[config.mk]
export PLATFORM = sky130hd
export DESIGN_NAME = isdu_v2
export DESIGN_NICKNAME = d
export VERILOG_FILES = /design/src/rtl/isdu_pkg.sv /design/src/rtl/mem_wait_ctr.sv /design/src/rtl/isdu_v2.sv
export SDC_FILE = /design/constraint.sdc
export NUM_CORES = 1
export LEC_CHECK = 0
export CORE_UTILIZATION = 30
export CTS_BUF_LIST = sky130_fd_sc_hd__clkbuf_2
export CTS_CLUSTER_SIZE = 28
export DETAILED_ROUTE_END_ITERATION = 12
export GPL_TIMING_DRIVEN = 0
export HOLD_SLACK_MARGIN = 0.1
export PLACE_DENSITY = 0.71
export SYNTH_ARGS = -nofsm -noshare
export SYNTH_HDL_FRONTEND = slang
export SYNTH_SLANG_ARGS = --single-unit
[constraint.sdc]
create_clock -name Clk -period 2.3 [get_ports Clk]
set_input_delay 0.23 -clock Clk [delete_from_list [all_inputs] [get_ports Clk]]
set_output_delay 0.23 -clock Clk [all_outputs]
set_load 0.05 [all_outputs]
[src/rtl/isdu_pkg.sv]
// ISDU shared definitions: state encoding, opcodes,
// mux encodings and a memory-state helper.
package isdu_pkg;

  typedef enum logic [4:0] {
    S_HALTED  = 5'd0,
    S_F1      = 5'd1,
    S_F_RD    = 5'd2,
    S_F3      = 5'd3,
    S_DEC     = 5'd4,
    S_ALU     = 5'd5,
    S_BR      = 5'd6,
    S_JMP     = 5'd7,
    S_JSR     = 5'd8,
    S_LEA     = 5'd9,
    S_ADR     = 5'd10,
    S_IND_RD  = 5'd11,
    S_IND_LD  = 5'd12,
    S_D_RD    = 5'd13,
    S_D_LD    = 5'd14,
    S_WR_PREP = 5'd15,
    S_D_WR    = 5'd16,
    S_PAUSE1  = 5'd17,
    S_PAUSE2  = 5'd18
  } state_t;

  localparam logic [3:0] OP_BR  = 4'b0000;
  localparam logic [3:0] OP_ADD = 4'b0001;
  localparam logic [3:0] OP_LD  = 4'b0010;
  localparam logic [3:0] OP_ST  = 4'b0011;
  localparam logic [3:0] OP_JSR = 4'b0100;
  localparam logic [3:0] OP_AND = 4'b0101;
  localparam logic [3:0] OP_LDR = 4'b0110;
  localparam logic [3:0] OP_STR = 4'b0111;
  localparam logic [3:0] OP_NOT = 4'b1001;
  localparam logic [3:0] OP_LDI = 4'b1010;
  localparam logic [3:0] OP_STI = 4'b1011;
  localparam logic [3:0] OP_JMP = 4'b1100;
  localparam logic [3:0] OP_PSE = 4'b1101;
  localparam logic [3:0] OP_LEA = 4'b1110;

  localparam logic [1:0] PC_INC = 2'b00;
  localparam logic [1:0] PC_ADD = 2'b01;
  localparam logic [1:0] PC_BUS = 2'b10;

  localparam logic [1:0] A2_ZERO  = 2'b00;
  localparam logic [1:0] A2_OFF6  = 2'b01;
  localparam logic [1:0] A2_OFF9  = 2'b10;
  localparam logic [1:0] A2_OFF11 = 2'b11;

  localparam logic A1_PC  = 1'b0;
  localparam logic A1_SR1 = 1'b1;

  localparam logic [1:0] ALUK_ADD  = 2'b00;
  localparam logic [1:0] ALUK_AND  = 2'b01;
  localparam logic [1:0] ALUK_NOT  = 2'b10;
  localparam logic [1:0] ALUK_PASS = 2'b11;

  function automatic logic is_mem(input state_t s);
    return (s == S_F_RD) || (s == S_IND_RD) ||
           (s == S_D_RD) || (s == S_D_WR);
  endfunction

endpackage

[src/rtl/mem_wait_ctr.sv]
// Memory wait counter shared by all memory-access states.
// load: preset to MEM_WAIT-1; active: in a memory state; done: access completes.
import isdu_pkg::*;

module mem_wait_ctr #(
  parameter int MEM_WAIT = 2
) (
  input  logic clk,
  input  logic rst_n,
  input  logic load,
  input  logic active,
  input  logic rdy,
  output logic done
);

  localparam logic [3:0] INIT = 4'(MEM_WAIT - 1);

  logic [3:0] cnt;

  always_ff @(posedge clk or negedge rst_n) begin
    if (!rst_n) begin
      cnt <= '0;
    end else if (load) begin
      cnt <= INIT;
    end else if (active && cnt != 4'd0) begin
      cnt <= cnt - 4'd1;
    end
  end

  // Saturated counter plus memory ready closes the access.
  assign done = active && (cnt == 4'd0) && rdy;

endmodule

[src/rtl/isdu_v2.sv]
// ISDU control sequencer: fetch/decode/execute FSM driving datapath loads,
// bus gates, mux selects and active-low memory strobes.
import isdu_pkg::*;

module isdu_v2 #(
  parameter int MEM_WAIT = 2,
  parameter int EXT_OPS  = 1
) (
  input  logic        Clk,
  input  logic        Reset_n,
  input  logic        Run,
  input  logic        Continue,
  input  logic [15:0] IR,
  input  logic [2:0]  NZP,
  input  logic        Mem_Rdy,
  output logic        LD_MAR,
  output logic        LD_MDR,
  output logic        LD_IR,
  output logic        LD_CC,
  output logic        LD_REG,
  output logic        LD_PC,
  output logic        GatePC,
  output logic        GateMDR,
  output logic        GateALU,
  output logic        GateMARMUX,
  output logic [1:0]  PCMUX,
  output logic [1:0]  ADDR2MUX,
  output logic [1:0]  ALUK,
  output logic        ADDR1MUX,
  output logic        SR1MUX,
  output logic        SR2MUX,
  output logic        DRMUX,
  output logic        MDRMUX,
  output logic        Mem_OE,
  output logic        Mem_WE,
  output logic        Mem_CE,
  output logic        Mem_UB,
  output logic        Mem_LB,
  output logic [4:0]  State_out
);

  localparam logic EXT = (EXT_OPS != 0);

  state_t state, state_n;
  logic   mem_done, ctr_load;
  logic [3:0] op;
  logic is_alu, is_br, is_jmp, is_jsr;
  logic is_lea, is_ls, is_pse;
  logic is_ind, is_load, is_base;
  logic unused_ir;

  assign op        = IR[15:12];
  assign unused_ir = ^{IR[8:6], IR[4:0]};

  assign is_alu  = (op == OP_ADD) || (op == OP_AND) ||
                   (op == OP_NOT);
  assign is_br   = (op == OP_BR);
  assign is_jmp  = (op == OP_JMP);
  assign is_jsr  = EXT && (op == OP_JSR);
  assign is_lea  = EXT && (op == OP_LEA);
  assign is_ind  = EXT && ((op == OP_LDI) || (op == OP_STI));
  assign is_ls   = is_ind || (op == OP_LD) || (op == OP_LDR) ||
                   (op == OP_ST) || (op == OP_STR);
  assign is_pse  = (op == OP_PSE);
  assign is_load = (op == OP_LD) || (op == OP_LDR);
  assign is_base = (op == OP_LDR) || (op == OP_STR);

  assign Mem_CE    = 1'b0;
  assign Mem_UB    = 1'b0;
  assign Mem_LB    = 1'b0;
  assign State_out = state;

  // Preset only on entry so a stalled access keeps its count.
  assign ctr_load = is_mem(state_n) && (state_n != state);

  mem_wait_ctr #(
    .MEM_WAIT(MEM_WAIT)
  ) u_wait (
    .clk   (Clk),
    .rst_n (Reset_n),
    .load  (ctr_load),
    .active(is_mem(state)),
    .rdy   (Mem_Rdy),
    .done  (mem_done)
  );

  always_ff @(posedge Clk or negedge Reset_n) begin
    if (!Reset_n) begin
      state <= S_HALTED;
    end else begin
      state <= state_n;
    end
  end

  always_comb begin
    state_n    = state;
    LD_MAR     = 1'b0;
    LD_MDR     = 1'b0;
    LD_IR      = 1'b0;
    LD_CC      = 1'b0;
    LD_REG     = 1'b0;
    LD_PC      = 1'b0;
    GatePC     = 1'b0;
    GateMDR    = 1'b0;
    GateALU    = 1'b0;
    GateMARMUX = 1'b0;
    PCMUX      = PC_INC;
    ADDR2MUX   = A2_ZERO;
    ALUK       = ALUK_ADD;
    ADDR1MUX   = A1_PC;
    SR1MUX     = 1'b0;
    SR2MUX     = 1'b0;
    DRMUX      = 1'b0;
    MDRMUX     = 1'b0;
    Mem_OE     = 1'b1;
    Mem_WE     = 1'b1;
    unique case (state)
      S_HALTED: begin
        if (Run) state_n = S_F1;
      end
      S_F1: begin
        GatePC  = 1'b1;
        LD_MAR  = 1'b1;
        LD_PC   = 1'b1;
        state_n = S_F_RD;
      end
      S_F_RD, S_IND_RD, S_D_RD: begin
        Mem_OE = 1'b0;
        if (mem_done) begin
          LD_MDR = 1'b1;
          unique case (state)
            S_F_RD:   state_n = S_F3;
            S_IND_RD: state_n = S_IND_LD;
            default:  state_n = S_D_LD;
          endcase
        end
      end
      S_F3: begin
        GateMDR = 1'b1;
        LD_IR   = 1'b1;
        state_n = S_DEC;
      end
      S_DEC: begin
        unique case (1'b1)
          is_alu:  state_n = S_ALU;
          is_br:   state_n = ((NZP & IR[11:9]) != 3'b000)
                             ? S_BR : S_F1;
          is_jmp:  state_n = S_JMP;
          is_jsr:  state_n = S_JSR;
          is_lea:  state_n = S_LEA;
          is_ls:   state_n = S_ADR;
          is_pse:  state_n = S_PAUSE1;
          default: state_n = S_F1;
        endcase
      end
      S_ALU: begin
        unique case (op)
          OP_AND:  ALUK = ALUK_AND;
          OP_NOT:  ALUK = ALUK_NOT;
          default: ALUK = ALUK_ADD;
        endcase
        SR2MUX  = IR[5];
        GateALU = 1'b1;
        LD_REG  = 1'b1;
        LD_CC   = 1'b1;
        state_n = S_F1;
      end
      S_BR: begin
        ADDR1MUX = A1_PC;
        ADDR2MUX = A2_OFF9;
        PCMUX    = PC_ADD;
        LD_PC    = 1'b1;
        state_n  = S_F1;
      end
      S_JMP: begin
        PCMUX   = PC_BUS;
        GateALU = 1'b1;
        ALUK    = ALUK_PASS;
        LD_PC   = 1'b1;
        state_n = S_F1;
      end
      S_JSR: begin
        // Old PC goes to R7 while PC takes the target.
        GatePC = 1'b1;
        DRMUX  = 1'b1;
        LD_REG = 1'b1;
        PCMUX  = PC_ADD;
        LD_PC  = 1'b1;
        if (IR[11]) begin
          ADDR1MUX = A1_PC;
          ADDR2MUX = A2_OFF11;
        end else begin
          ADDR1MUX = A1_SR1;
          ADDR2MUX = A2_ZERO;
        end
        state_n = S_F1;
      end
      S_LEA: begin
        ADDR2MUX   = A2_OFF9;
        GateMARMUX = 1'b1;
        LD_REG     = 1'b1;
        LD_CC      = 1'b1;
        state_n    = S_F1;
      end
      S_ADR: begin
        GateMARMUX = 1'b1;
        LD_MAR     = 1'b1;
        if (is_base) begin
          ADDR1MUX = A1_SR1;
          ADDR2MUX = A2_OFF6;
        end else begin
          ADDR1MUX = A1_PC;
          ADDR2MUX = A2_OFF9;
        end
        if (is_ind)       state_n = S_IND_RD;
        else if (is_load) state_n = S_D_RD;
        else              state_n = S_WR_PREP;
      end
      S_IND_LD: begin
        GateMDR = 1'b1;
        LD_MAR  = 1'b1;
        state_n = (op == OP_LDI) ? S_D_RD : S_WR_PREP;
      end
      S_D_LD: begin
        GateMDR = 1'b1;
        LD_REG  = 1'b1;
        LD_CC   = 1'b1;
        state_n = S_F1;
      end
      S_WR_PREP: begin
        SR1MUX  = 1'b1;
        ALUK    = ALUK_PASS;
        GateALU = 1'b1;
        MDRMUX  = 1'b1;
        LD_MDR  = 1'b1;
        state_n = S_D_WR;
      end
      S_D_WR: begin
        Mem_WE = 1'b0;
        if (mem_done) state_n = S_F1;
      end
      S_PAUSE1: begin
        if (Continue) state_n = S_PAUSE2;
      end
      S_PAUSE2: begin
        // Continue must drop before the next fetch.
        if (!Continue) state_n = S_F1;
      end
      default: state_n = S_HALTED;
    endcase
  end

endmodule

After elaboration in Yosys (flattened, before gate mapping)
Index checks and enable logic that the tools add are counted.
{ "word_totals": {"reg_bits": 9, "input_bits": 24, "output_inout_bits": 31, "wordCells": 117} }
{ "classes": {"n_addsub": 1, "eq_ne": 36, "muxes": 39, "n_bitwise": 1, "n_reduce_logical": 38} }
{ "op_table": {"columns": ["cell", "n"], "rows": [
  ["one-hot mux 5 bit (12 select lines)", 1],
  ["equality test 5 x 4 -> 1 bit, second input constant", 10],
  ["one-hot mux 5 bit (7 select lines)", 1],
  ["2-to-1 mux 5 bit", 5],
  ["equality test 4 bit, second input constant", 6],
  ["equality test 5 x 3 -> 1 bit, second input constant", 4],
  ["equality test 5 bit, second input constant", 4],
  ["2-to-1 mux 1 bit", 17],
  ["equality test 4 x 3 -> 1 bit, second input constant", 4],
  ["equality test 5 x 2 -> 1 bit, second input constant", 3],
  ["logical OR 1 bit", 15],
  ["OR reduction 3 bit", 5],
  ["one-hot mux 2 bit (2 select lines)", 3],
  ["OR reduction 2 bit", 5],
  ["equality test 4 x 2 -> 1 bit, second input constant", 2],
  ["zero test 4 bit", 2],
  ["2-to-1 mux 2 bit", 4],
  ["2-to-1 mux 4 bit", 2],
  ["one-hot mux 4 bit (2 select lines)", 1],
  ["OR reduction 4 bit", 2],
  ["2-to-1 mux 3 bit", 2],
  ["one-hot mux 2 bit (3 select lines)", 1],
  ["OR reduction 6 bit", 1],
  ["equality test 5 x 1 -> 1 bit, second input constant", 1],
  ["10 further kinds", 14]
]} }

Logic depth before layout (Yosys ltp)
{ "depth": {"depth_word": 14, "depth_mapped": 9, "mapped_depth_nobuf": 9} }

Cells and area by module
A second synthesis with hierarchy kept.
{ "unflattened": {"cells_unflattened": 183, "hier_area_um2": 1342.5} }
{ "modules_own_cells": {"columns": ["module", "instances", "cells_per_inst", "area_each_um2", "seq_area_each_um2"], "rows": [
  ["isdu_v2", 1, 157, 1079.8, 125.1],
  ["mem_wait_ctr", 1, 26, 262.8, 100.1]
]} }

Least setup slack after synthesis
Ideal clock, no wire load.
{ "synth_timing": {"kind": "reg-to-output", "startpoint": "register state[3], in the netlist State_out[3]", "endpoint": "output port ADDR1MUX", "t_arrival_ns": 3.278, "required_time_ns": 2.070, "setup_slack_ns": -1.208, "path_stages_with_launch": 5, "path_buffers": 0, "cell_sequence": "dfrtp_1 > or3b_2 > nor3_1 > inv_1 > o22ai_1"} }
{ "synth_between": {"elab_chain_cells": 2, "elab_cells_between_ends": 3, "cone_classes": "eq/ne: 2; mux: 1"} }
{ "synth_rtl": {"columns": ["element", "line_no", "source"], "rows": [
  ["from (decl)", "isdu_v2.sv:44", "state_t state, state_n;"],
  ["from (signal assigned)", "isdu_v2.sv:91", "state <= state_n;"],
  ["equality test 5 x 4 -> 1 bit", "isdu_v2.sv:117", "unique case (state)"],
  ["one-hot mux 1 bit (2 select lines) *", "isdu_v2.sv:117", null],
  ["to (decl)", "isdu_v2.sv:29", "output logic ADDR1MUX,"]
]} }
Mark *: on every way between the ends. The rest lies on a longest branch, timed or not.

Final worst setup path
{ "layout_timing": {"startpoint": "register u_wait.cnt[0]", "endpoint": "register u_wait.cnt[0]"} }
{ "layout_between": {"elab_chain_cells": 11, "elab_cells_between_ends": 21, "cone_classes": "add/sub: 1; eq/ne: 5; mux: 5; reduce/logical: 10"} }
{ "layout_rtl": {"columns": ["element", "line_no", "source"], "rows": [
  ["from (decl)", "mem_wait_ctr.sv:18", "logic [3:0] cnt;"],
  ["from (signal assigned)", "mem_wait_ctr.sv:26", "cnt <= cnt - 4'd1;"],
  ["zero test 4 bit", "mem_wait_ctr.sv:31", "assign done = active && (cnt == 4'd0) && rdy;"],
  ["logical AND 1 bit (2 in a row)", "mem_wait_ctr.sv:31", null],
  ["2-to-1 mux 5 bit, on equally long branches", "isdu_v2.sv:240, isdu_v2.sv:129", null],
  ["one-hot mux 5 bit (12 select lines)", "isdu_v2.sv:117", null],
  ["equality test 5 x 2 -> 1 bit / equality test 5 x 4 -> 1 bit (equally long branches)", "isdu_pkg.sv:60", "return (s == S_F_RD) || (s == S_IND_RD) ||"],
  ["logical OR 1 bit (2 in a row)", "isdu_pkg.sv:60", null],
  ["logical OR 1 bit", "isdu_pkg.sv:61", "(s == S_D_RD) || (s == S_D_WR);"],
  ["logical AND 1 bit", "isdu_v2.sv:74", "assign ctr_load = is_mem(state_n) && (state_n != state);"],
  ["2-to-1 mux 4 bit / nonzero test 2 bit (equally long branches)", null, null]
]} }
Parallel ways exist; a longest one is shown, timed or not. The select of a mux whose other input is x is not followed.
A chain may end at the register's enable or synchronous reset.

==> flow_metrics.env <==
export IMPL_synth_most_common_cell="nor2_1"
export IMPL_path_class="flop to flop"
export IMPL_clkSinkCount=9
export IMPL_port_buffers=43
export IMPL_synth_top_cell_by_area="dfrtp_1"
export IMPL_placedCellCount=319
export IMPL_hold_viol=0
export IMPL_gp_congestion=0.981
export IMPL_start_util_pct=31.3
export IMPL_core_sq_um=4720
export IMPL_syn_avg_cell_area_sq_um=7.15
export IMPL_hold_class="primary input to async pin"
export IMPL_grt_start_max_net_pins=11
export IMPL_p_leak_nw=0.936
export IMPL_post_route_period_util_pct=98.8
export IMPL_routedWlPerCell_um=15.0
export IMPL_rows=25
export IMPL_num_antenna_cells=0
export IMPL_async_flop_share_pct=100
export IMPL_rr_startpoint="u_wait.cnt[0]"
export IMPL_cap_violations=0
export IMPL_ys_types=61
export IMPL_synth_edf_count=0
export IMPL_die_y_um=72.2
export IMPL_regToRegSetupSlack_ns=0.03
export IMPL_highest_layer="met4"
export IMPL_yosysWarnings=0
export IMPL_status="finished, final reports clean"
export IMPL_htree_levels=1
export IMPL_route_final_wire_length_um=4930
export IMPL_ir_worst_vdd_v=0.000453
export IMPL_io_pins=55
export IMPL_yosys_top_cells_area="dfrtp_1 15%, nor2_1 5.1%, nand2b_1 4.6%"
export IMPL_area_growth_pct=52.4
export IMPL_synthTopCellsByCount="20 x nor2_1, 18 x nand2_1, 12 x a21oi_1"
export IMPL_ys_flop_type="dfrtp_1"
export IMPL_cts_tree="built"
export IMPL_clk_path_buf_depth=2
export IMPL_grt_pass1_vias=1576
export IMPL_hpwl_um=3680
export IMPL_maxSlewViolCount=0
export IMPL_fin_skew_ns=0.00509
export IMPL_dieWidth_um=72.2
export IMPL_rsz0062_at_grt="yes"
export IMPL_worst_path_max_fanout=4
export IMPL_dieArea_sq_um=5220
export IMPL_r2r_end="u_wait.cnt[0]"
export IMPL_cts_buffers=3
export IMPL_wl_met1_um=2230
export IMPL_fill_cells=463
export IMPL_final_antenna_net_count=0
export IMPL_insertion_delay_ns=0.24
export IMPL_finish_utilization_pct=47.8
export IMPL_grt_pass1_wl_um=7550
export IMPL_vias=1793
export IMPL_synth_seq_cells=9
export IMPL_root_buffer="clkbuf_2"
export IMPL_worstSetupEndpointType="flop"
export IMPL_synth_top_area_share_pct=15.2
export IMPL_first_pass_iters=5
export IMPL_setup_violations=0
export IMPL_synthesis_area_sq_um=1480
export IMPL_route_met2_wl_um=2450
export IMPL_drive_gt1_share_pct=38.2
export IMPL_antenna_found_initial=0
export IMPL_drt_vias_per_instance=5.45
export IMPL_wl_met3_um=220
export IMPL_finalSetupTns_ns=0
export IMPL_clk_pin_slew_worst_paths_ns=0.10
export IMPL_crit_required_ns=2.48
export IMPL_synth_seq_area_share_pct=15.2
export IMPL_gr_total_overflow=0
export IMPL_first_iter_violations=125
export IMPL_track_usage_pct=18.1
export IMPL_cellPowerDensity_nw_per_um2=1230
export IMPL_relSlewSlack_pct=66.7
export IMPL_layout_cells_non_filler=329
export IMPL_fmax_mhz=440
export IMPL_period_needed_ns=2.27
export IMPL_synthCells=207
export IMPL_rr_worst_depth=9
export IMPL_drcViolationCount=0
export IMPL_power_mw=2.77
export IMPL_start_kind="flop"
export IMPL_whs_ns=0.272
export IMPL_fin_nets=288
export IMPL_cp_arrival_ns=2.45
export IMPL_tightest_slew_ns=0.499
-- report_power, final --
part / internal [mW] / switching, mW / leakage [nW] / total (mW)
clock network: 0.0463 / 0.0543 / 0.0166 / 0.101
logic: 0.900 / 1.48 / 0.809 / 2.38
registers: 0.218 / 0.0746 / 0.110 / 0.293
total: 1.16 / 1.61 / 0.936 / 2.77
-- worst max path at each step --
stage | slack, ns | to | startpoint | cells past startpoint
final | 0.03 | u_wait.cnt[0] | u_wait.cnt[0] | 9
after global routing | -0.13 | u_wait.cnt[0] | u_wait.cnt[1] | 10
after CTS | -0.13 | LD_REG | State_out[0] | 9
after detailed placement | -0.59 | LD_REG | State_out[2] | 8
after global placement | -0.59 | LD_REG | State_out[2] | 8
after floorplan | -0.19 | ADDR1MUX | State_out[4] | 4
-- placed cells by master, fill, tap and decap left out, drive strengths merged, types with 5 or more instances in the layout --
| cell | synthesis | final |
|---|---|---|
| nand2 | 18 | 18 |
| inv | 8 | 8 |
| buf | 19 | 32 |
| nor2b | 10 | 10 |
| dfrtp | 9 | 9 |
| nor4 | 5 | 5 |
| clkdlybuf4s50 | 0 | 20 |
| clkbuf | 0 | 13 |
| a21oi | 12 | 12 |
| o21ai | 10 | 10 |
| nor3 | 8 | 8 |
| nand2b | 11 | 11 |
| nor2 | 20 | 20 |
-- through the flow --
step | area, sq um | setup WS, ns
3_3_place_gp | 2130 | -0.585
3_5_place_dp | 2130 | -0.590
6_report | 2260 | 0.0276
5_1_grt | 2260 | -0.131
2_1_floorplan | 1620 | -0.189
4_1_cts | 2200 | -0.133
-- flip-flops by register name, summed over array words and instances, names as in the netlist --
| signal | flops |
|---|---|
| State_out | 5 |
| u_wait.cnt | 4 |
-- timing repair --
action / 4_1_cts / 5_1_grt
setup endpoints to repair: 26 / 25
gates resized for setup: 80 / 43
pin swaps: 3 / 7
hold buffers: 0 / 0
setup buffers: 2 / 4
-- area by class of cell --
| type | instances | area, sq um | area share, % |
|---|---|---|---|
| tap | 67 | 83.8 | 3.72 |
| clock buffer | 4 | 20.0 | 0.887 |
| buffer | 19 | 143 | 6.32 |
| timing repair buffer | 49 | 418 | 18.5 |
| sequential | 9 | 231 | 10.3 |
| inverter | 8 | 30.0 | 1.33 |
| multi-input combinational | 173 | 1330 | 59.0 |
-- layer usage --
metal | track usage, % | vias up
met3 | 0.556 | 4
met4 | 5.23 | 0
met2 | 30.0 | 64
met5 | 0 | -
met1 | 25.6 | 850
li1 | - | 875
-- worst max-delay path: stages, from the launching register on --
cell and delay [ns]:
dfrtp_1 0.40, inv_2 0.09, ha_4 0.15, and4bb_2 0.27, nor4_1 0.07, o31a_1 0.28, o32a_1 0.36, a311oi_2 0.21
o2111a_2 0.28, nand2b_1 0.11
-- logic make-up after synthesis --
kind of cell,share of synthesized area [%]
AOI/OAI and AO/OA,30.0
xor gates and xnor gates,2.96
adders and majority gates,0.845
buffers and inverters,9.97
DFF,15.2
muxes,1.35
other,0.253
and+or+nand+nor,39.4
No activity file was read; power rests on OpenSTA's default activity.
